## config.mk

```make
export PLATFORM = sky130hd
export DESIGN_NAME = mem_port_arbiter
export DESIGN_NICKNAME = d
export VERILOG_FILES = /design/src/rtl/mem_port_arbiter.sv
export SDC_FILE = /design/constraint.sdc
export NUM_CORES = 1
export LEC_CHECK = 0
export BUFFER_PORTS_ARGS = -buffer_cell sky130_fd_sc_hd__buf_2
export CAP_MARGIN = 15
export CORE_UTILIZATION = 35
export CTS_CLUSTER_SIZE = 28
export DETAILED_ROUTE_END_ITERATION = 16
export SYNTH_ARGS = -nofsm -noshare
export SYNTH_HDL_FRONTEND = slang
export SYNTH_SLANG_ARGS = --single-unit
```

## constraint.sdc

```tcl
create_clock -name clk -period 2 [get_ports clk]
set_input_delay 0.1 -clock clk [delete_from_list [all_inputs] [get_ports clk]]
set_output_delay 0.1 -clock clk [all_outputs]
set_load 0.01 [all_outputs]
```

## src/rtl/mem_port_arbiter.sv

```systemverilog
// Arbiter sharing one fixed-latency, single-ported memory between an instruction-fetch
// read port (I-side) and a load/store port (D-side). Also counts requester stall cycles.
module mem_port_arbiter #(
  parameter int unsigned WORD_SIZE = 16,
  parameter int unsigned LATENCY   = 2
) (
  input  logic                 clk,
  input  logic                 reset_n,
  input  logic                 i_req,
  input  logic [WORD_SIZE-1:0] i_addr,
  output logic                 i_ack,
  output logic [WORD_SIZE-1:0] i_rdata,
  input  logic                 d_req,
  input  logic                 d_we,
  input  logic [WORD_SIZE-1:0] d_addr,
  input  logic [WORD_SIZE-1:0] d_wdata,
  output logic                 d_ack,
  output logic [WORD_SIZE-1:0] d_rdata,
  output logic                 mem_req,
  output logic                 mem_we,
  output logic [WORD_SIZE-1:0] mem_addr,
  output logic [WORD_SIZE-1:0] mem_wdata,
  input  logic [WORD_SIZE-1:0] mem_rdata,
  output logic                 busy,
  output logic [WORD_SIZE-1:0] stall_cycles
);

  typedef enum logic {StIdle, StBusy} state_e;
  typedef enum logic {OwnI, OwnD} owner_e;

  localparam logic [3:0] CntInit = 4'(LATENCY - 1);

  state_e               state_q, state_d;
  owner_e               owner_q, owner_d;
  owner_e               last_q, last_d;
  logic [3:0]           cnt_q, cnt_d;
  logic                 i_ack_q, i_ack_d;
  logic                 d_ack_q, d_ack_d;
  logic [WORD_SIZE-1:0] i_rdata_q, i_rdata_d;
  logic [WORD_SIZE-1:0] d_rdata_q, d_rdata_d;
  logic                 mem_req_q, mem_req_d;
  logic                 mem_we_q, mem_we_d;
  logic [WORD_SIZE-1:0] mem_addr_q, mem_addr_d;
  logic [WORD_SIZE-1:0] mem_wdata_q, mem_wdata_d;
  logic [WORD_SIZE-1:0] stall_q, stall_d;

  logic i_elig, d_elig, pick_d, waiting;

  // A requester whose ack is high this cycle is retiring, so it must not be re-granted.
  assign i_elig  = i_req & ~i_ack_q;
  assign d_elig  = d_req & ~d_ack_q;
  assign pick_d  = d_elig & (~i_elig | (last_q == OwnI));
  assign waiting = i_elig | d_elig;

  always_comb begin
    state_d     = state_q;
    owner_d     = owner_q;
    last_d      = last_q;
    cnt_d       = cnt_q;
    i_ack_d     = 1'b0;
    d_ack_d     = 1'b0;
    i_rdata_d   = i_rdata_q;
    d_rdata_d   = d_rdata_q;
    mem_req_d   = mem_req_q;
    mem_we_d    = mem_we_q;
    mem_addr_d  = mem_addr_q;
    mem_wdata_d = mem_wdata_q;
    stall_d     = stall_q + {{(WORD_SIZE - 1){1'b0}}, waiting};

    unique case (state_q)
      StIdle: begin
        if (i_elig || d_elig) begin
          owner_d     = pick_d ? OwnD : OwnI;
          last_d      = pick_d ? OwnD : OwnI;
          mem_req_d   = 1'b1;
          mem_we_d    = pick_d & d_we;
          mem_addr_d  = pick_d ? d_addr : i_addr;
          mem_wdata_d = pick_d ? d_wdata : '0;
          cnt_d       = CntInit;
          state_d     = StBusy;
        end
      end
      StBusy: begin
        if (cnt_q != 4'd0) begin
          cnt_d = cnt_q - 4'd1;
        end else begin
          if (owner_q == OwnD) begin
            d_ack_d = 1'b1;
            if (!mem_we_q) d_rdata_d = mem_rdata;
          end else begin
            i_ack_d   = 1'b1;
            i_rdata_d = mem_rdata;
          end
          mem_req_d = 1'b0;
          mem_we_d  = 1'b0;
          state_d   = StIdle;
        end
      end
    endcase
  end

  // reset_n is high-true despite its name.
  always_ff @(posedge clk) begin
    if (reset_n) begin
      state_q     <= StIdle;
      owner_q     <= OwnI;
      last_q      <= OwnI;
      cnt_q       <= 4'd0;
      i_ack_q     <= 1'b0;
      d_ack_q     <= 1'b0;
      i_rdata_q   <= '0;
      d_rdata_q   <= '0;
      mem_req_q   <= 1'b0;
      mem_we_q    <= 1'b0;
      mem_addr_q  <= '0;
      mem_wdata_q <= '0;
      stall_q     <= '0;
    end else begin
      state_q     <= state_d;
      owner_q     <= owner_d;
      last_q      <= last_d;
      cnt_q       <= cnt_d;
      i_ack_q     <= i_ack_d;
      d_ack_q     <= d_ack_d;
      i_rdata_q   <= i_rdata_d;
      d_rdata_q   <= d_rdata_d;
      mem_req_q   <= mem_req_d;
      mem_we_q    <= mem_we_d;
      mem_addr_q  <= mem_addr_d;
      mem_wdata_q <= mem_wdata_d;
      stall_q     <= stall_d;
    end
  end

  assign i_ack        = i_ack_q;
  assign d_ack        = d_ack_q;
  assign i_rdata      = i_rdata_q;
  assign d_rdata      = d_rdata_q;
  assign mem_req      = mem_req_q;
  assign mem_we       = mem_we_q;
  assign mem_addr     = mem_addr_q;
  assign mem_wdata    = mem_wdata_q;
  assign busy         = (state_q == StBusy);
  assign stall_cycles = stall_q;

endmodule
```

# After elaboration in Yosys (flattened, before gate mapping)
# Index checks and enable logic that the tools add are counted.
totals:
  regBits: 90
  input_bits: 69
  output_inout_bits: 85
  elab_cells: 54
op_classes:
  add_sub_neg: 2
  n_eq_ne: 3
  n_mux: 16
  bitwise_logic: 13
  reduce_logical: 8
op_table:
  columns: ["op", "n"]
  rows:
  - ["$mux W16", 2]
  - ["$add A16 B1 Y16", 1]
  - ["$mux W1", 8]
  - ["$mux W4", 2]
  - ["$pmux W4 S2", 1]
  - ["$not A1 Y1", 7]
  - ["$pmux W1 S2", 3]
  - ["$reduce_and A2 Y1", 3]
  - ["$and A1 B1 Y1", 4]
  - ["$ne A2 B2 Y1 const B", 2]
  - ["$reduce_and A4 Y1", 1]
  - ["$reduce_bool A4 Y1", 1]
  - ["$sub A4 B1 Y4 const B", 1]
  - ["$reduce_and A3 Y1", 1]
  - ["$reduce_or A3 Y1", 1]
  - ["$ne A2 B1 Y1 const B", 1]
  - ["$or A1 B1 Y1", 2]
  - ["$logic_or A1 B1 Y1", 1]

# Longest topological paths before layout
# Gate-level depths: netlist of run 1.
logic_depth:
  depth_word: 8
  mapped_depth: 8
  depth_no_buf: 8

# Least setup slack after synthesis of run 1
# No wires, ideal clock.
synth_path:
  path_kind: "reg-to-reg"
  startpoint: "reg d_ack_q, in the netlist d_ack"
  endpoint: "reg stall_q[14], in the netlist stall_cycles[14]"
  arrival_time_ns: 1.566
  required_ns: 1.872
  slack_ns: 0.307
  path_stages_with_launch: 9
  n_path_buf: 0
  period_less_slack_ns: 1.693
  cell_sequence: "dfxtp_1 > nand2b_2 > nand2_1 > ha_1 > ha_1 > nand2_1 > nor4_1 > xnor2_1 > nor2_1"
synth_via:
  elab_chain_len: 4
synth_rtl:
  columns: ["item", "line_no", "rtl"]
  rows:
  - ["start: declaration", "38", "logic d_ack_q, d_ack_d;"]
  - ["start signal: assignment", "124", "d_ack_q <= d_ack_d;"]
  - ["$not A1 Y1", "51", "assign d_elig = d_req & ~d_ack_q;"]
  - ["$and A1 B1 Y1", "51", null]
  - ["$or A1 B1 Y1", "53", "assign waiting = i_elig | d_elig;"]
  - ["$add A16 B1 Y16", "68", "stall_d = stall_q + {{(WORD_SIZE - 1){1'b0}}, waiting};"]
  - ["end signal: assignment", "131", "stall_q <= stall_d;"]
  - ["end: declaration", "45", "logic [WORD_SIZE-1:0] stall_q, stall_d;"]
# Every way passes these cells.
# A chain may end at the register's enable or synchronous reset.

# Worst setup path in the final report of run 1
# Ends and elaborated chain as after synthesis.

==> results by stage, run 1 <==
Pwr:
- The combinational power share is 17.6%.
- Internal power comes to 3016 uW.
- IR analysis of the VDD net gives a maximum drop of 0.3774 mV.
- The power density relative to cell area is 802.4 mW/mm^2.
- The standby leakage power is 0.002418 uW.
- The sequential power share is 47.8%.
- The net switching fraction of the power is 26.87%.
- The clock network fraction of design power is 34.6%.
- The switching power total is 1108 uW.

Timing:
- Static timing analysis puts the maximum clock frequency at 0.5647 GHz.
- Across all hold checks on the routed design, the worst slack comes to 0.01320 ns.
- The number of endpoints with negative hold slack in the final report was 0.
- Setup violations remaining at the end of the flow were counted as 0.
- Adding up every negative setup slack in the final design gives 0 ns.
- The shortest period the worst path allows is 1.771 ns.
- The slew at the pin with the worst max-slew slack is 0.6421 ns.
- Setup repair after global routing left no endpoint under its margin.
- After layout, the worst setup slack is 0.2292 ns.
- Headroom to the max-slew limit came out at 57.19%.
- The period utilization is 88.54%.
- Across the routed clock network, the largest skew measured is 0.008825 ns.
- The max-slew violation count came to 0.

Clock tree:
- Post-CTS repair changed the size of 0 cells.
- In this run the clock root is driven by a clkbuf_8.
- The longest clock path from root to sink contains 2 buffers.
- The number of buffers created by CTS is 9.
- The H-tree was split into 3 levels.
- CTS saw 90 sinks.
- After clock tree synthesis, the clock-pin slew on the worst setup and hold paths is 0.09 ns.
- TritonCTS built the clock tree.
- The clock insertion delay at the later pin of the skew report is 0.35 ns.

Critical path:
- The endpoint arrival time on the critical path is 2.02 ns.
- The start point of the critical path is d_ack.
- The data required time of the worst path is 2.25 ns.
- By startpoint and endpoint, the worst setup path is classified as reg2reg.
- STA classifies the critical path startpoint as a flop.
- The slowest cell on the critical path is nor4_1.
- For this run, the slowest stage of the critical path takes 0.34 ns.
- The reg-to-reg critical path startpoint is d_ack.
- The largest fanout of any net on the critical path is 5.
- The setup check on the worst reg-to-reg path leaves a slack of 0.23 ns.
- Walking the worst path, the cells encountered are nand2b_2, nand2_1, ha_1, ha_1, nand2_1, nor4_1, xnor2_1, nor2_1.
- The worst setup path is captured at a flop.

Detailed routing:
- The vias per cell is 4.692.
- In the routed design, unresolved DRC markers number 0.
- The number of search-and-repair iterations in the first detailed-routing pass is 4.
- Across all layers, the routed design uses 3491 vias.
- Once detail routing completed, the nets flagged for antenna violations numbered 0.
- The total routed wirelength is 9584 um.
- In the final routed layout, each cell accounts on average for 12.88 um.
- The detailed router's first-iteration violation count is 72.

Final layout:
- The number of antenna diodes in the final layout is 0.
- At the end of the flow, the number of nets in the layout was 680.
- The share of post-route cells with drive strength above 1 is 29.95%.
- The area growth from synthesis to layout is 45.48%.

Synthesis:
- Ranked by total cell area, the synthesized netlist is headed by dfxtp_1, a21oi_1, nand2_1, nor2_1, mux2i_1.
- The count of flip-flops with a built-in enable after synthesis is 0.
- The cell area that synthesis handed to floorplanning was 0.003532 sq mm.
- The number of instances in the synthesized netlist is 415.
- The average instance in the mapped netlist occupies 8.511 sq um.
- The netlist uses 37 different library cells.
- The count of state elements after synthesis is 90.
- For this run, the number of Yosys warnings is 0.
- The proportion of synthesized flip-flops having asynchronous set or reset is 0%.
- Among all flip-flop cells after synthesis, the most frequent one is dfxtp_1.
- The cell with the most instances after synthesis is dfxtp_1.
- After synthesis, the most frequently instantiated cells are dfxtp_1, nand2_1, a21oi_1.
- The top cell type by total area after synthesis is dfxtp_1.
- Summed over its instances, the top area cell type makes up 51.01% of the synthesized netlist area.
- The share of the yosys chip area belonging to registers is 51.01%.
- Counting every net in the synthesized netlist gives 489.

Global routing:
- The first global-routing pass estimated 15120 um of wire.
- Entering global routing, the biggest net connects 42 pins.
- The number of antenna violations at the first check in global routing is 0.
- The remaining global-route overflow is 0.
- The via count of the first global-routing pass is 3341.
- The overall global routing resource usage is 18.49%.

Floorplan:
- The core region is 0.009774 sq mm.
- The number of placed I/O pins is 154.
- In this run the vertical extent of the chip is 102.5 um.
- The die area is 0.01050 sq mm.
- The number of placement rows is 36.
- The die is 102.5 um wide.
- The starting utilization of the core area is 36.14%.

Job:
- Max-cap violations in this run came to 0.

Placed design:
- The worst setup slack after placement is 0.2189 ns.
- Summed over all nets, the half-perimeter wirelength after detailed placement is 6304 um.
- The final weighted congestion in routability-driven placement is 0.7173.
- Buffers placed on the I/O ports in this run total 153.

Status:
- The flow ran to the end, and the final reports show no timing, DRC or antenna violations.

Hold path:
- The kind of path behind the tightest hold check is in2reg.
- The startpoint identified for the worst hold timing path is mem_rdata[15].
final cells by class:
cell class                      instances  area, sq um
Inverter                                5        18.77
Sequential cell                        90         1802
Timing Repair Buffer                  207         1334
Multi-Input combinational cell        293         1582
Clock buffer                           11        151.4
Clock inverter                          5        85.08
Fill cell                             939         4636
Tap cell                              133        166.4
worst paths after layout:
| check | cells after the start | to |
|---|---|---|
| max | 8 | stall_cycles[14] |
| min | 3 | i_rdata[15] |
| max reg2reg | 8 | stall_cycles[14] |
| min reg2reg | 2 | i_rdata[7] |
per-layer routing:
layer / track usage, % / vias up / part of all wire (%)
li1: - / 1777 / -
met1: 21.50 / 1598 / 44
met2: 32.62 / 105 / 48
met3: 5.746 / 11 / 6.8
met4: 5.055 / 0 / 1.1
met5: 0 / - / 0
registers in the layout, indices dropped and copies added, names as in the netlist:
name and cells:
d_rdata 16, i_rdata 16, mem_addr 16, mem_wdata 16
stall_cycles 16, cnt_q 4, busy 1, d_ack 1
i_ack 1, last_q 1, mem_req 1, mem_we 1
through the flow:
stage               instances  utilization, %  power, uW  instance area (sq um)
floorplan                 415               -       2390                   3532
global placement          683           45.55       2658                   4452
detailed placement        683           45.55       2675                   4452
CTS                       744           52.57       4170                   5139
global route              744           52.57       4345                   5139
finish                    744           52.57       4123                   5139
layout by cell type (no fill, tap or decap), drive strengths merged, types with 2 or more instances in the layout:
cell type and count:
dlygate4sd3 45, clkbuf 11, nand2b 4, bufinv 2, nor2b 5, nor3 6
a21o 2, xor2 2, a211oi 10, buf 162, nand3 24, nand4 2
nand3b 3, nand2 75, inv 6, nor4 4, a21oi 61, ha 5
xnor2 10, mux2i 16, dfxtp 90, nor2 48, o21ai 7
worst max-delay path, delay by kind of cell (launching register included):
family	cells	cell delay (ns)
xor+xnor	1	0.16
simple gates	5	0.84
flops	1	0.31
fa+ha+maj	2	0.37
power by group through the flow:
stage | combinational, uW | sequential, uW | clock (uW)
2_1_floorplan | 332 | 2060 | 0
3_3_place_gp | 650 | 2010 | 0
3_5_place_dp | 663 | 2010 | 0
4_1_cts | 731 | 1970 | 1470
5_1_grt | 815 | 1990 | 1540
6_report | 726 | 1970 | 1420
kinds of logic after synthesis:
logic type | synth area share, %
compound gates | 13.21
simple gates | 21.89
buf+inv | 4.286
flops | 51.01
fa+ha+maj | 1.771
xor+xnor | 2.976
mux | 4.853
what timing repair did:
action                                 CTS  global route
buffers inserted                         0             0
hold buffers                            45             0
endpoints found under the hold margin   56             0
Note: power is estimated with default switching activity, not from simulation.
==> inputs of run 2 (changes only) <==
--- a/config.mk
+++ b/config.mk
@@ -7,9 +7,10 @@
 export LEC_CHECK = 0
 export BUFFER_PORTS_ARGS = -buffer_cell sky130_fd_sc_hd__buf_2
 export CAP_MARGIN = 15
-export CORE_UTILIZATION = 35
+export CORE_UTILIZATION = 40
 export CTS_CLUSTER_SIZE = 28
 export DETAILED_ROUTE_END_ITERATION = 16
+export PLACE_DENSITY = 0.69
 export SYNTH_ARGS = -nofsm -noshare
 export SYNTH_HDL_FRONTEND = slang
 export SYNTH_SLANG_ARGS = --single-unit
==> results by stage, run 2 (synthesized netlist as in run 1, its figures left out) <==
Status:
- The flow ran to the end, and the final reports show no timing, DRC or antenna violations.

Detailed routing:
- The number of design rule violations left after detail routing came to 0 (unchanged).
- The number of nets still failing antenna checks after routing is 0 (unchanged).
- The vias per cell came to 5.022 (+7.0%).
- The routed via count is 3601 (+3.2%).
- The number of search-and-repair iterations in the first detailed-routing pass is 4 (unchanged).
- The detailed router's first-iteration violation count is 89 (+24%).
- The wire length per cell after detailed routing was 13.44 um (+4.3%).
- The total routed wirelength is 9637 um (+0.55%).

Global routing:
- The via count of the first global-routing pass is 3317 (-0.72%).
- The number of antenna violations at the first check in global routing came to 0 (unchanged).
- The global-route wire length before repair is 15060 um (-0.36%).
- The remaining global-route overflow came to 0 (unchanged).
- The pin count of the biggest net entering global routing was 40 (-4.8%).
- The overall global routing resource usage is 21.20% (+2.7 points).

Final layout:
- The diode insertion count for antenna repair is 0 (unchanged).
- The net count of the finished layout is 682 (+0.29%).
- The area of combinational cells with multiple inputs is 0.001588 sq mm (+0.40%).
- The growth of design area from synthesis to finish is 44.03%.
- In the layout the commonest cells are buf_2, dfxtp_1, nand2_1, a21oi_1, nor2_1.
- The sequential cell area is 0.001802 sq mm (unchanged).
- The most frequent standard cell in the layout excluding fill and tap cells is buf_2.
- The total of fill cells in the finished design is 758 (-19%).
- The share of post-route cells with drive strength above 1 was 29.58% (-0.38 points).
- The cell area after layout is 0.005087 sq mm (-1.0%).
- The utilization after layout is 60.70% (+8.1 points).

Floorplan:
- The die area is 0.009210 sq mm (-12%).
- The starting utilization of the core area was 42.14% (+6.0 points).
- The height of the chip is 95.97 um (-6.3%).
- The number of placement rows is 33 (-8.3%).
- The placeable core region was 0.008382 sq mm (-14%).
- The horizontal die dimension is 95.97 um (-6.3%).
- The number of placed I/O pins is 154 (unchanged).

Clock tree:
- The clock-pin slew on the worst setup and hold paths was 0.09 ns (about the same).
- The total number of clock tree sinks is 90 (unchanged).
- The number of buffers created by CTS is 9 (unchanged).
- The clock insertion delay at the later pin of the skew report is 0.35 ns (about the same).
- TritonCTS built the clock tree.
- The H-tree level count is 3 (unchanged).
- The root buffer selected by CTS is clkbuf_8.
- The setup fix buffers added after clock tree synthesis was 0 (unchanged).
- The worst-case clock buffer depth is 2 (unchanged).

Pwr:
- The worst voltage drop across the vdd grid came to 0.4759 mV (+26%).
- The sequential power share was 48.5% (+0.7 points).
- The net switching fraction of the power is 26.33% (-0.54 points).
- The standby leakage power is 0.002411 uW (-0.29%).
- The internal power consumption is 3000 uW (-0.51%).
- The combinational power share is 17.8% (+0.2 points).
- The power density relative to cell area is 800.4 mW/mm^2 (-0.25%).
- The clock network fraction of design power is 33.7% (-0.9 points).
- The switching power total is 1072 uW (-3.2%).

Critical path:
- The data required time of the worst path was 2.23 ns (-0.02 ns).
- The endpoint arrival time on the critical path was 2.03 ns (about the same).
- The worst setup path is captured at a flop.
- The worst setup path is launched from a flop.
- The largest fanout of any net on the critical path is 4 (-1).
- The worst setup path is of the reg2reg kind.

Placed design:
- The post-DP HPWL is 6070 um (-3.7%).
- The number of I/O port buffers came to 153 (unchanged).
- The post-place instance area is 0.004392 sq mm (-1.3%).
- The final weighted congestion in routability-driven placement came to 0.7592 (+5.8%).

Hold path:
- The kind of path behind the tightest hold check is in2reg.

Timing:
- The setup violation total in the final timing report is 0 (unchanged).
- The slew at the pin with the worst max-slew slack was 0.6808 ns (+0.03863 ns).
- The setup clock skew after layout is 0.01117 ns (+0.002341 ns).
- Setup repair after global routing could not meet its margin everywhere.
- The number of endpoints with negative hold slack in the final report is 0 (unchanged).
- The shortest period the worst path allows is 1.802 ns (+0.03135 ns).
- The period utilization is 90.11% (+1.6 points).
- The max-slew violation count is 0 (unchanged).
- The max-slew headroom at the worst pin is 54.62% (-2.6 points).
- The worst hold slack is 0.01383 ns (+0.0006277 ns).
- The maximum clock frequency is 0.5549 GHz (-1.7%).

Job:
- The max-capacitance violation count is 0 (unchanged).
## run 2: changes by cell type in the layout (fill, tap and decap cells not counted), moves of 2 or more
| cell | change |
|---|---|
| clkbuf_1 | +2 |
| buf_12 | -2 |
| buf_4 | +2 |
| dlygate4sd3_1 | +2 |
## run 2: critical path: stages, from the launching register on
cell and delay (ns):
dfxtp_1 0.32, nand2b_1 0.19, nand2_1 0.11, ha_1 0.18
ha_1 0.21, nand2_1 0.14, nor4_1 0.31, xnor2_1 0.17
nor2_1 0.05
## run 2: area by class of cell
class                           count  area share (%)
Inverter                            5          0.3689
Tap cell                          105           2.582
Timing Repair Buffer              209           26.12
Clock inverter                      2           1.181
Sequential cell                    90           35.42
Clock buffer                       13           3.123
Multi-Input combinational cell    293           31.21
## run 2: final timing paths
check	from	end	depth (start not counted)	slack (ns)
min reg2reg	mem_wdata[4]	mem_wdata[4]	2	0.45
max reg2reg	i_ack	stall_cycles[12]	8	0.20
min	d_wdata[11]	mem_wdata[11]	3	0.01
max	i_ack	stall_cycles[12]	8	0.20
## run 2: per-layer routing
layer	wire [um]	GRT usage, %
met5	0	0
met4	226	10.20
met3	788	6.319
met2	4650	36.13
met1	3971	24.20
## run 2: power groups by stage
stage               sequential (uW)  combinational (uW)  clock (uW)
finish                         1970                 724        1370
detailed placement             2010                 650           0
CTS                            1970                 722        1400
floorplan                      2060                 332           0
global placement               2010                 637           0
global route                   1990                 809        1470
## run 2: stage by stage
stage / TNS [ns] / cells / setup slack, ns / total power [uW]
floorplan: 0 / 415 / 0.3069 / 2390
global placement: 0 / 655 / 0.2629 / 2646
finish: 0 / 717 / 0.1978 / 4072
detailed placement: 0 / 655 / 0.1806 / 2664
CTS: 0 / 717 / 0.1510 / 4092
global route: -0.007523 / 717 / -0.007523 / 4271
## run 2: what timing repair did
action | 4_1_cts | 5_1_grt
gates resized for setup | 0 | 1
hold buffers | 47 | 0
hold endpoints to repair | 58 | 0
endpoints found under the setup margin | 0 | 1
==> inputs of run 3 (changes only) <==
==> config.mk (replaced) <==
export PLATFORM = sky130hd
export DESIGN_NAME = mem_port_arbiter
export DESIGN_NICKNAME = d
export VERILOG_FILES = /design/src/rtl/mem_port_arbiter.sv
export SDC_FILE = /design/constraint.sdc
export NUM_CORES = 1
export LEC_CHECK = 0
export CAP_MARGIN = 15
export CORE_UTILIZATION = 40
export CTS_CLUSTER_SIZE = 28
export DETAILED_ROUTE_END_ITERATION = 16
export DONT_BUFFER_PORTS = 1
export SYNTH_ARGS = -nofsm -noshare
export SYNTH_HDL_FRONTEND = slang
export SYNTH_SLANG_ARGS = --single-unit
==> results by stage, run 3 (synthesized netlist as in run 1, its figures left out) <==
Status:
- The flow ran to the end, and the final reports show no timing, DRC or antenna violations.

Critical path:
- The endpoint arrival time on the critical path came to 2.18 ns (+0.15 ns).
- The largest fanout of any net on the critical path is 34 (+30).
- The most repeated library cell on the critical path is a21oi_1.
- The start-to-end type of the worst setup path is reg2reg.
- The maximum cell stage delay along the critical path is 0.56 ns (+0.24 ns).
- The start point of the critical path is i_ack.
- Traced cell by cell, the critical path runs through buf_4, nand3b_1, nor2b_2, buf_12, a21oi_1, a21oi_1, dlygate4sd3_1.
- The cell class contributing the biggest share of worst-path delay is buffers and inverters.
- The count of buffering cells on the critical path with inverters included was 3 (+3).
- The data required time of the worst path was 2.25 ns (+0.02 ns).
- For this design, the slowest cell found on the critical path is dlygate4sd3_1.
- The sort of element at the start of the critical path is a flop.
- The worst register-to-register path begins at i_ack.
- The worst setup path is captured at a flop.
- The reg2reg setup slack came to 0.07 ns (-0.13 ns).

Pwr:
- The sequential power share is 53.0% (+4.5 points).
- The net switching fraction of the power came to 28.76% (+2.4 points).
- The worst voltage drop across the vdd grid is 0.3965 mV (-17%).
- The power density relative to cell area came to 850.1 mW/mm^2 (+6.2%).
- The switching power total is 1111 uW (+3.6%).
- The combinational power share is 14.4% (-3.4 points).
- The clock network fraction of design power is 32.6% (-1.1 points).
- The standby leakage power is 0.001780 uW (-26%).
- The internal power consumption came to 2751 uW (-8.3%).

Placed design:
- The worst setup slack after placement is 0.1998 ns (+0.01919 ns).
- The number of I/O port buffers is 0 (-100%).
- The final weighted congestion in routability-driven placement is 0.7808 (+2.8%).
- The post-DP HPWL is 5465 um (-10%).

Timing:
- The period utilization came to 96.63% (+6.5 points).
- The setup clock skew after layout is 0.01339 ns (+0.002220 ns).
- The shortest period the worst path allows was 1.933 ns (+0.1303 ns).
- The number of endpoints with negative hold slack in the final report is 0 (unchanged).
- The maximum clock frequency was 0.5175 GHz (-6.7%).
- The slew at the pin with the worst max-slew slack is 0.4621 ns (-0.2187 ns).
- The max-slew violation count was 0 (unchanged).
- The max-slew headroom at the worst pin is 68.92% (+14 points).
- The worst setup slack after layout is 0.06746 ns (-0.1303 ns).
- The setup violation total in the final timing report is 0 (unchanged).
- The sum of negative setup slack was 0 ns (unchanged).
- Setup repair after global routing left no endpoint under its margin.

Final layout:
- The share of post-route cells with drive strength above 1 is 7.516% (-22 points).
- The growth of design area from synthesis to finish is 28.62%.
- The net count of the finished layout is 548 (-20%).
- The utilization after layout was 54.20% (-6.5 points).
- Leaving out fill and tap cells, the most frequent cell in the layout is dfxtp_1.
- In the layout the commonest cells are dfxtp_1, nand2_1, dlygate4sd3_1, a21oi_1, nor2_1.
- The diode insertion count for antenna repair came to 0 (unchanged).

Detailed routing:
- The vias per cell is 5.262 (+4.8%).
- The total routed wirelength is 9007 um (-6.5%).
- The number of design rule violations left after detail routing is 0 (unchanged).
- The wire length per cell after detailed routing is 15.42 um (+15%).
- The routed via count was 3073 (-15%).
- The number of search-and-repair iterations in the first detailed-routing pass is 4 (unchanged).
- The detailed router's first-iteration violation count came to 86 (-3.4%).
- The number of nets still failing antenna checks after routing is 0 (unchanged).

Clock tree:
- The worst-case clock buffer depth is 2 (unchanged).
- The setup fix buffers added after clock tree synthesis came to 0 (unchanged).
- The H-tree level count is 3 (unchanged).
- The cell sitting at the root of the clock tree is a clkbuf_8.
- The number of buffers created by CTS was 9 (unchanged).
- The clock tree from TritonCTS is yes.
- The clock insertion delay at the later pin of the skew report is 0.36 ns (about the same).
- The total number of clock tree sinks is 90 (unchanged).
- The clock-pin slew on the worst setup and hold paths is 0.09 ns (about the same).

Global routing:
- The overall global routing resource usage was 19.71% (-1.5 points).
- The via count of the first global-routing pass was 2934 (-12%).
- The number of antenna violations at the first check in global routing is 0 (unchanged).
- The pin count of the biggest net entering global routing is 85 (+110%).
- The remaining global-route overflow came to 0 (unchanged).
- The global-route wire length before repair is 13940 um (-7.5%).

Job:
- The max-capacitance violation count came to 0 (unchanged).

Hold path:
- The kind of path behind the tightest hold check is in2reg.
- The start point of the worst hold path is reset_n.

Floorplan:
- The die area is 0.009210 sq mm (unchanged).
- The height of the chip is 95.97 um (unchanged).
- The number of placed I/O pins came to 154 (unchanged).
- The number of placement rows came to 33 (unchanged).
- The starting utilization of the core area is 42.14% (unchanged).
- The horizontal die dimension is 95.97 um (unchanged).
- The placeable core region is 0.008382 sq mm (unchanged).
## run 3: path summary, 6_finish.rpt
kind             endpoint  cells after the start
max           mem_addr[3]                      7
min           mem_addr[1]                      3
max reg2reg   mem_addr[3]                      7
min reg2reg  mem_wdata[0]                      2
## run 3: routing by layer
metal | track usage (%) | routed length (um)
met1 | 22.77 | 3820
met2 | 33.27 | 4277
met3 | 6.872 | 753
met4 | 7.836 | 156
met5 | 0 | 0
## run 3: layout make-up
type / instances / area (sq um)
clock buffer: 9 / 123.9
fill: 797 / 3839
multi-input combinational: 293 / 1608
timing repair buffer: 75 / 782.0
inverter: 5 / 18.77
clock inverter: 7 / 76.32
tap: 105 / 131.4
sequential: 90 / 1803
## run 3: power by group through the flow
stage	logic (uW)	registers (uW)	clock network, uW
final	554	2050	1260
after global routing	624	2060	1370
after CTS	534	2050	1300
after detailed placement	387	2090	0
after global placement	376	2080	0
after floorplan	332	2060	0
## run 3: repair_timing
| item | 4_1_cts | 5_1_grt |
|---|---|---|
| gates resized for setup | 0 | 12 |
| hold buffers | 66 | 0 |
| endpoints found under the setup margin | 0 | 6 |
| hold endpoints to repair | 89 | 0 |
## run 3: stage by stage
stage                     cells  hold slack (ns)  area (sq um)  power, uW
after floorplan             415           0.2337          3532       2390
after global placement      502           0.1784          3613       2461
after detailed placement    502           0.1810          3613       2473
after CTS                   584          0.04754          4492       3884
after global routing        584           0.1075          4543       4054
final                       584          0.09790          4543       3862
## run 3: worst register-to-register path: cells and delay by family (launching register included)
family	cells	cell delay (ns)
DFF	1	0.31
AOI/OAI and AO/OA	2	0.28
and+or+nand+nor	2	0.37
buffers and inverters	3	0.88
